`config.mk`:
```
export PLATFORM = sky130hd
export DESIGN_NAME = reset_sequencer_flat
export DESIGN_NICKNAME = d
export VERILOG_FILES = /design/src/rtl/reset_sequencer_if.sv /design/src/rtl/reset_sequencer.sv /design/src/flat_wrapper.sv
export SDC_FILE = /design/constraint.sdc
export NUM_CORES = 1
export LEC_CHECK = 0
export CORE_ASPECT_RATIO = 0.75
export CORE_MARGIN = 2
export CORE_UTILIZATION = 53
export CTS_BUF_LIST = sky130_fd_sc_hd__clkbuf_8 sky130_fd_sc_hd__clkbuf_16
export DETAILED_ROUTE_END_ITERATION = 16
export HOLD_SLACK_MARGIN = 0.03
export PLACE_DENSITY = 0.84
export SLEW_MARGIN = 10
export SYNTH_ARGS = -nofsm -noshare
export SYNTH_HDL_FRONTEND = slang
export SYNTH_SLANG_ARGS = --single-unit
export TNS_END_PERCENT = 100
```
`constraint.sdc`:
```
create_clock -name clk -period 2.15 [get_ports clk]
set_input_delay 0.43 -clock clk [delete_from_list [all_inputs] [get_ports clk]]
set_output_delay 0.43 -clock clk [all_outputs]
set_load 0.05 [all_outputs]
```
`src/rtl/reset_sequencer_if.sv`:
```
// Reset sequencer bundle: software request, per-stage ready/reset and status.
// master = sequencer side, slave = the downstream/requester side.
interface reset_sequencer_if #(
  parameter int NUM_STAGES = 4
);
  logic                  sw_rst_req;
  logic [NUM_STAGES-1:0] stage_rdy;
  logic [NUM_STAGES-1:0] stage_rst_n;
  logic                  busy;
  logic                  all_done;
  logic                  err;

  modport master (
    input  sw_rst_req,
    input  stage_rdy,
    output stage_rst_n,
    output busy,
    output all_done,
    output err
  );

  modport slave (
    output sw_rst_req,
    output stage_rdy,
    input  stage_rst_n,
    input  busy,
    input  all_done,
    input  err
  );
endinterface

```
`src/rtl/reset_sequencer.sv`:
```
// Ordered release of NUM_STAGES reset domains, gated on per-stage ready.
// Optional ready-wait timeout (ERR state) enabled by RST_SEQ_TIMEOUT_EN.
module reset_sequencer #(
  parameter int NUM_STAGES  = 4,
  parameter int HOLD_CYC    = 8,
  parameter int STAGE_DLY   = 16,
  parameter int TIMEOUT_CYC = 255
) (
  input  logic               clk,
  input  logic               rst,
  reset_sequencer_if.master  bus
);

  localparam int KW = (NUM_STAGES > 1) ? $clog2(NUM_STAGES) : 1;

  localparam logic [7:0]    HOLD_END = 8'(HOLD_CYC - 1);
  localparam logic [7:0]    DLY_END  = 8'(STAGE_DLY - 1);
  localparam logic [KW-1:0] K_LAST   = KW'(NUM_STAGES - 1);
`ifdef RST_SEQ_TIMEOUT_EN
  localparam logic [7:0]    TMO_END  = 8'(TIMEOUT_CYC - 1);
`endif

  typedef enum logic [2:0] {
    ASSERT,
    RELEASE,
    WAIT_RDY,
    WAIT_DLY,
    DONE
`ifdef RST_SEQ_TIMEOUT_EN
    , ERR
`endif
  } state_t;

  state_t                state, nxt;
  logic [KW-1:0]         k, k_d;
  logic [7:0]            cnt, cnt_d;
  logic [NUM_STAGES-1:0] rst_n_q, rst_n_d;
  logic                  busy_q, busy_d;
  logic                  done_q, done_d;
  logic                  rdy_k;

  assign rdy_k = bus.stage_rdy[k];

  always_comb begin
    nxt     = state;
    k_d     = k;
    cnt_d   = (cnt == 8'hFF) ? cnt : cnt + 8'd1;
    rst_n_d = rst_n_q;
    unique case (state)
      ASSERT: begin
        if (cnt >= HOLD_END) begin
          nxt        = RELEASE;
          k_d        = '0;
          cnt_d      = '0;
          rst_n_d[0] = 1'b1;
        end
      end
      // RELEASE is the cycle right after a stage's rise; it takes the
      // first ready sample so the stage pitch is STAGE_DLY+1 edges.
      RELEASE: begin
        cnt_d = '0;
        if (rdy_k)
          nxt = (k == K_LAST) ? DONE : WAIT_DLY;
        else
          nxt = WAIT_RDY;
      end
      WAIT_RDY: begin
`ifdef RST_SEQ_TIMEOUT_EN
        if (cnt >= TMO_END) begin
          nxt     = ERR;
          rst_n_d = '0;
        end else
`endif
        if (rdy_k) begin
          cnt_d = '0;
          nxt   = (k == K_LAST) ? DONE : WAIT_DLY;
        end
      end
      WAIT_DLY: begin
        if (cnt >= DLY_END) begin
          k_d          = k + KW'(1);
          rst_n_d[k_d] = 1'b1;
          cnt_d        = '0;
          nxt          = RELEASE;
        end
      end
      DONE: begin
        cnt_d = cnt;
      end
`ifdef RST_SEQ_TIMEOUT_EN
      ERR: begin
        cnt_d   = cnt;
        rst_n_d = '0;
      end
`endif
      default: begin
        nxt     = ASSERT;
        cnt_d   = '0;
        rst_n_d = '0;
      end
    endcase
    if (bus.sw_rst_req && state != ASSERT) begin
      nxt     = ASSERT;
      k_d     = '0;
      cnt_d   = '0;
      rst_n_d = '0;
    end
    busy_d = (nxt != DONE);
`ifdef RST_SEQ_TIMEOUT_EN
    if (nxt == ERR) busy_d = 1'b0;
`endif
    done_d = (nxt == DONE);
  end

  always_ff @(posedge clk) begin
    if (rst) begin
      state   <= ASSERT;
      k       <= '0;
      cnt     <= '0;
      rst_n_q <= '0;
      busy_q  <= 1'b1;
      done_q  <= 1'b0;
    end else begin
      state   <= nxt;
      k       <= k_d;
      cnt     <= cnt_d;
      rst_n_q <= rst_n_d;
      busy_q  <= busy_d;
      done_q  <= done_d;
    end
  end

`ifdef RST_SEQ_TIMEOUT_EN
  logic err_q;

  always_ff @(posedge clk) begin
    if (rst) err_q <= 1'b0;
    else     err_q <= (nxt == ERR);
  end

  assign bus.err = err_q;
`else
  assign bus.err = 1'b0;
`endif

  assign bus.stage_rst_n = rst_n_q;
  assign bus.busy        = busy_q;
  assign bus.all_done    = done_q;

endmodule

```
`src/flat_wrapper.sv`:
```
// flat-port wrapper written by rule: the top's interface ports become plain ports
module reset_sequencer_flat 
#(
  parameter int NUM_STAGES  = 4,
  parameter int HOLD_CYC    = 8,
  parameter int STAGE_DLY   = 16,
  parameter int TIMEOUT_CYC = 255
)
  (clk, rst, bus_sw_rst_req, bus_stage_rdy, bus_stage_rst_n, bus_busy, bus_all_done, bus_err);
  reset_sequencer_if #(.NUM_STAGES(NUM_STAGES)) bus_i ();
  input  logic clk;
  input  logic rst;
  input wire logic [$bits(bus_i.sw_rst_req)-1:0] bus_sw_rst_req;
  input wire logic [$bits(bus_i.stage_rdy)-1:0] bus_stage_rdy;
  output wire logic [$bits(bus_i.stage_rst_n)-1:0] bus_stage_rst_n;
  output wire logic [$bits(bus_i.busy)-1:0] bus_busy;
  output wire logic [$bits(bus_i.all_done)-1:0] bus_all_done;
  output wire logic [$bits(bus_i.err)-1:0] bus_err;
  assign bus_i.sw_rst_req = bus_sw_rst_req;
  assign bus_i.stage_rdy = bus_stage_rdy;
  assign bus_stage_rst_n = bus_i.stage_rst_n;
  assign bus_busy = bus_i.busy;
  assign bus_all_done = bus_i.all_done;
  assign bus_err = bus_i.err;
  reset_sequencer #(.NUM_STAGES(NUM_STAGES), .HOLD_CYC(HOLD_CYC), .STAGE_DLY(STAGE_DLY), .TIMEOUT_CYC(TIMEOUT_CYC)) u_core (.clk(clk), .rst(rst), .bus(bus_i));
endmodule
```
# After elaboration in Yosys (flattened, before gate mapping)
# Index checks and enable logic that the tools add are counted.
[word_totals] regBits=19 input_bits=7 out_inout_bits=7 elab_cells=61
[classes] n_addsub=2 order_cmp=5 n_eq_ne=10 muxes=23 bitwise=3 n_reduce_logical=11
[op_table] operator="$mux W8" count=4
[op_table] operator="$pmux W8 S4" count=1
[op_table] operator="$mux W3" count=6
[op_table] operator="$pmux W3 S5" count=1
[op_table] operator="$add A8 B1 Y8 const B" count=1
[op_table] operator="$eq A8 B8 Y1 const B" count=1
[op_table] operator="$ge A8 B3 Y1 const B" count=1
[op_table] operator="$ge A8 B4 Y1 const B" count=1
[op_table] operator="$eq A3 B2 Y1 const B" count=2
[op_table] operator="$eq A3 B3 Y1 const B" count=2
[op_table] operator="$lt A2 B3 Y1 const B" count=2
[op_table] operator="$pmux W3 S2" count=1
[op_table] operator="$reduce_and A3 Y1" count=2
[op_table] operator="$mux W2" count=2
[op_table] operator="$mux W4" count=1
[op_table] operator="$ne A2 B1 Y1 const B" count=2
[op_table] operator="$or A4 B4 Y4" count=1
[op_table] operator="$pmux W2 S2" count=1
[op_table] operator="$reduce_or A4 Y1" count=1
[op_table] operator="$eq A3 B1 Y1 const B" count=1
[op_table] operator="$logic_not A3 Y1" count=1
[op_table] operator="$mux W1" count=3
[op_table] operator="$ne A3 B3 Y1 const B" count=1
[op_table] operator="$pmux W1 S3" count=1
[op_table] operator="12 further kinds" count=14

# Longest topological paths before layout
[depth] ltp_word=8 ltp_mapped=6 depth_no_buf=6

# Worst setup path after synthesis
# Ideal clock, no wire load.
[synth_path] path_kind="register to register" from="reg u_core.k[0]" to="reg u_core.cnt[3]" setup_time_ps=88 t_arrival_ps=1824 t_required_ps=2062 slack_ps=238 stages_incl_launch_ff=7 n_path_buf=1 period_less_slack_ps=1912 cell_sequence="dfxtp_1 > mux4_2 > or3_1 > buf_6 > o21ai_4 > nor2_4 > nor4_2"
[synth_via] elab_chain_len=4
[synth_rtl] element="from (decl)" line_no="reset_sequencer.sv:35" rtl="logic [KW-1:0] k, k_d;"
[synth_rtl] element="from (signal assigned)" line_no="reset_sequencer.sv:125" rtl="k <= k_d;"
[synth_rtl] element="$bmux W1 S2" line_no="reset_sequencer.sv:42" rtl="assign rdy_k = bus.stage_rdy[k];"
[synth_rtl] element="$mux W1 (implied by the code)" line_no="reset_sequencer.sv:42"
[synth_rtl] element="$mux W8" line_no="reset_sequencer.sv:74" rtl="if (rdy_k) begin"
[synth_rtl] element="$pmux W8 S4" line_no="reset_sequencer.sv:49" rtl="unique case (state)"
[synth_rtl] element="to (signal assigned)" line_no="reset_sequencer.sv:126" rtl="cnt <= cnt_d;"
[synth_rtl] element="to (decl)" line_no="reset_sequencer.sv:36" rtl="logic [7:0] cnt, cnt_d;"
# No other way between the ends. The select of a mux whose other input is x is not followed.
# A chain may end at the register's enable or synchronous reset.

# Final worst setup path
[layout_path] from="reg u_core.cnt[0]" to="reg u_core.k[1]"
[layout_via] elab_chain_len=3 elab_cells_between_ends=5 classes_between="order compare (2); eq/ne (2); reduce/logical (1)"
[layout_rtl] element="$ge A8 B4 Y1 / $ge A8 B3 Y1 (equally long branches)" line_no="reset_sequencer.sv:80, reset_sequencer.sv:51"
[layout_rtl] element="$ne A2 B1 Y1 (no line)"
[layout_rtl] element="$reduce_and A3 Y1 (no line) (*)"
# Mark *: on every way between the ends. The rest lies on a longest branch, timed or not.

==> impl_summary.log <==
[metrics] layout net count: 167
[metrics] clock skew after layout: 2.80 ps
[metrics] placed wire-length estimate after detailed placement: 1930 um
[metrics] number of detailed-routing iterations run before antenna repair: 4
[metrics] number of flip-flops and latches in the synthesized netlist: 19
[metrics] maximum operating frequency: 491 MHz
[metrics] leading cell types in the layout, fill and taps excluded: 19 x dfxtp_1, 17 x a21oi_1, 12 x nand3_1, 12 x clkdlybuf4s50_1, 11 x nor2_1
[metrics] post-synthesis cell type count: 42
[metrics] most common cell after layout, fill and taps aside: dfxtp_1
[metrics] final critical-path share of the clock period: 0.947
[metrics] buffer type at the clock tree root: clkbuf_8
[metrics] number of buffer cells added on primary ports: 12
[metrics] mean instance size in the synthesized netlist: 8.16 um^2
[metrics] relative slew slack: 0.661
[metrics] required time of the worst setup path: 2340 ps
[metrics] total routed wire length on the met1 layer: 1150 um
[metrics] part of the Yosys area used for sequential elements: 0.343
[metrics] share of synthesized registers carrying an async set or reset: 0
[metrics] number of endpoints with negative hold slack in the final report: 0
[metrics] number of standard cells in the final layout excluding fillers: 177
[metrics] clock input transition at the sequential cells of the worst setup and hold paths: 70 ps
[metrics] Fillers: 169
[metrics] # rows: 14
[metrics] status: finished, final reports clean
[metrics] chip width: 56.8 um
[metrics] area overhead of the layout relative to synthesis: 19.1%
[metrics] capturing element of the worst setup path: u_core.k[1]$_SDFFE_PP0P_
[metrics] fraction of final layout cells with drive strength greater than 1: 0.0980
[metrics] type of element capturing the critical path: register
[metrics] total clock buffers created by CTS: 3
[metrics] via total after detailed routing: 1093
[metrics] area of the mapped netlist: 1110 um^2
[metrics] number of instances in the placed design: 173
[metrics] floorplan die area: 2480 um^2
[metrics] mean routed wirelength per cell: 14.8 um
[metrics] met2 WL post-DR: 1220 um
[metrics] clk buf depth: 2
[metrics] RR Startpoint: u_core.cnt[0]$_SDFFE_PP0P_
[metrics] count of mapped cells out of synthesis: 136
[metrics] total of endpoints with negative setup slack in the final report: 0
[metrics] final wirelength: 2630 um
[metrics] min-delay worst type: reg2reg
[metrics] global-route wire length before repair: 4330 um
[metrics] met3 wire len: 203 um
[metrics] post_cts resized: 0
[metrics] area of the core: 2000 um^2
[metrics] total negative slack: 0 ps
[metrics] vias in the first global route: 947
[metrics] number of ports placed on the die boundary: 14
[metrics] Worst Path Max Fanout: 6
[metrics] maximum VDD drop: 0.000747 V
[metrics] Post-CTS Setup Inserts: 0
[metrics] instance area at placement: 1270 um^2
[metrics] slew at the pin closest to its max-slew limit: 507 ps
[metrics] clock tree from TritonCTS: built
[metrics] DRT antenna net count: 0
[metrics] number of cells on the worst reg-to-reg path: 6
[metrics] global-route total usage across every layer: 0.230
[metrics] Slew Viols, Final: 0
[metrics] Post-synth EDFFs: 0
[metrics] time the final worst path needs with I/O delays and setup: 2040 ps
[metrics] Setup crit start kind: register
[metrics] max-capacitance violation count: 0
[metrics] primary flip-flop cell chosen by synthesis mapping: dfxtp_1
[metrics] initial standard-cell utilization of the core: 0.556
[metrics] Routability Congestion: 0.887
[metrics] Iter 0 DRT Violations: 60
[metrics] Worst setup startpoint: u_core.cnt[0]$_SDFFE_PP0P_
[metrics] leakage power: 0.505 nW
[metrics] Worst Hold Depth: 2
[metrics] critical path arrival: 2230 ps
[metrics] clk sinks: 19
[metrics] Register-to-Register Setup Slack: 110 ps
[metrics] Skew-Pair Late Insertion Delay: 260 ps
[metrics] total overflow reported by the global router: 0
[metrics] hold-fix buffer count after cts: 0
[metrics] Via-to-Cell Ratio: 6.18
[metrics] ANT cells: 0
[metrics] type of the worst setup path: reg2reg
[metrics] highest metal layer with signal wires: met4
[metrics] number of DRC violations after detailed routing: 0
[metrics] post-route cell area: 1320 um^2
[metrics] Syn. warnings: 0
[metrics] end of the worst register-to-register path: u_core.k[1]$_SDFFE_PP0P_
[metrics] Die Y: 43.6 um
[metrics] Hold WS: 457 ps
[metrics] power density of the placed cells: 805 nW/um^2
[metrics] initial antenna violation count: 0
[metrics] setup repair after global routing missed its margin: no
[metrics] net count after synthesis: 149
[metrics] pin count of the biggest net entering global routing: 16
[metrics] number of H-tree levels: 1
## worst min path at each step
| stage | startpoint | to | slack, ps |
|---|---|---|---|
| CTS | u_core.bus.stage_rst_n[0]$_SDFFE_PP0P_ | u_core.bus.stage_rst_n[0]$_SDFFE_PP0P_ | 470 |
| detailed placement | u_core.bus.stage_rst_n[0]$_SDFFE_PP0P_ | u_core.bus.stage_rst_n[0]$_SDFFE_PP0P_ | 460 |
| global route | u_core.bus.stage_rst_n[0]$_SDFFE_PP0P_ | u_core.bus.stage_rst_n[0]$_SDFFE_PP0P_ | 480 |
| global placement | u_core.bus.stage_rst_n[0]$_SDFFE_PP0P_ | u_core.bus.stage_rst_n[0]$_SDFFE_PP0P_ | 430 |
| finish | u_core.bus.stage_rst_n[0]$_SDFFE_PP0P_ | u_core.bus.stage_rst_n[0]$_SDFFE_PP0P_ | 460 |
| floorplan | u_core.cnt[1]$_SDFFE_PP0P_ | u_core.cnt[1]$_SDFFE_PP0P_ | 450 |
## power breakdown
group          switching [mW]  internal [mW]  total (mW)
clock                   0.122          0.127       0.250
combinational           0.203          0.142       0.345
sequential             0.0773          0.392       0.470
## flip-flops by register name, summed over array words and instances, names as in the netlist
signal / flops
u_core.cnt: 8
u_core.state: 3
u_core.bus.all_done: 1
u_core.bus.busy: 1
u_core.k: 2
u_core.bus.stage_rst_n: 4
## cell families (layout without fill, tap and decap cells)
| logic type | count (synthesis) | after routing | share of synthesized area |
|---|---|---|---|
| flip-flops | 19 | 19 | 0.343 |
| AND/OR/NAND/NOR | 53 | 53 | 0.256 |
| AO/OA/AOI/OAI | 40 | 40 | 0.229 |
| XOR/XNOR | 1 | 1 | 0.00789 |
| buffers and inverters | 14 | 31 | 0.0643 |
| adder cells (fa/ha/maj) | 7 | 7 | 0.0767 |
| other | 1 | 1 | 0.00338 |
| multiplexers | 1 | 1 | 0.0203 |
## area by class of cell
| class | count | area, um^2 | area share |
|---|---|---|---|
| tap | 24 | 30.0 | 0.0227 |
| clock buffer | 3 | 41.3 | 0.0312 |
| sequential | 19 | 380 | 0.288 |
| timing repair buffer | 19 | 173 | 0.131 |
| multi-input combinational | 103 | 663 | 0.502 |
| inverter | 8 | 30.0 | 0.0227 |
| clock inverter | 1 | 3.75 | 0.00284 |
## cells in the mapped netlist (all sizes together), types with 2 or more instances
| library cell | instances | share of area |
|---|---|---|
| buf | 3 | 0.027 |
| a21oi | 17 | 0.077 |
| inv | 8 | 0.027 |
| a21o | 2 | 0.014 |
| o31ai | 2 | 0.014 |
| dfxtp | 19 | 0.34 |
| nor2 | 12 | 0.047 |
| nand2 | 9 | 0.030 |
| nand3 | 12 | 0.054 |
| a211oi | 2 | 0.014 |
| clkbuf | 3 | 0.010 |
| nor3 | 3 | 0.014 |
| ha | 6 | 0.068 |
| o21ai | 9 | 0.051 |
| and3 | 2 | 0.011 |
| nand4 | 3 | 0.017 |
| nor4 | 3 | 0.023 |
| nand2b | 2 | 0.011 |
## metrics by stage
step,util,power [mW],setup slack (ps)
after floorplan,-,0.714,238
after global placement,0.637,0.793,-151
after detailed placement,0.637,0.810,-205
after CTS,0.659,1.06,58.3
after global routing,0.662,1.11,13.0
final,0.662,1.06,115
## worst max-delay path, stage by stage (launching register included)
cell and delay (ps):
dfxtp_1 400, ha_1 290, nand2_1 150, maj3_1 400, a211oi_1 410, nand4_1 140
a21oi_1 180
## per-layer routing
layer,GRT usage,vias to the layer above
li1,-,528
met1,0.301,513
met2,0.360,45
met3,0.0687,7
met4,0.0977,0
met5,0,-
Power figures use the tool's default switching activity.
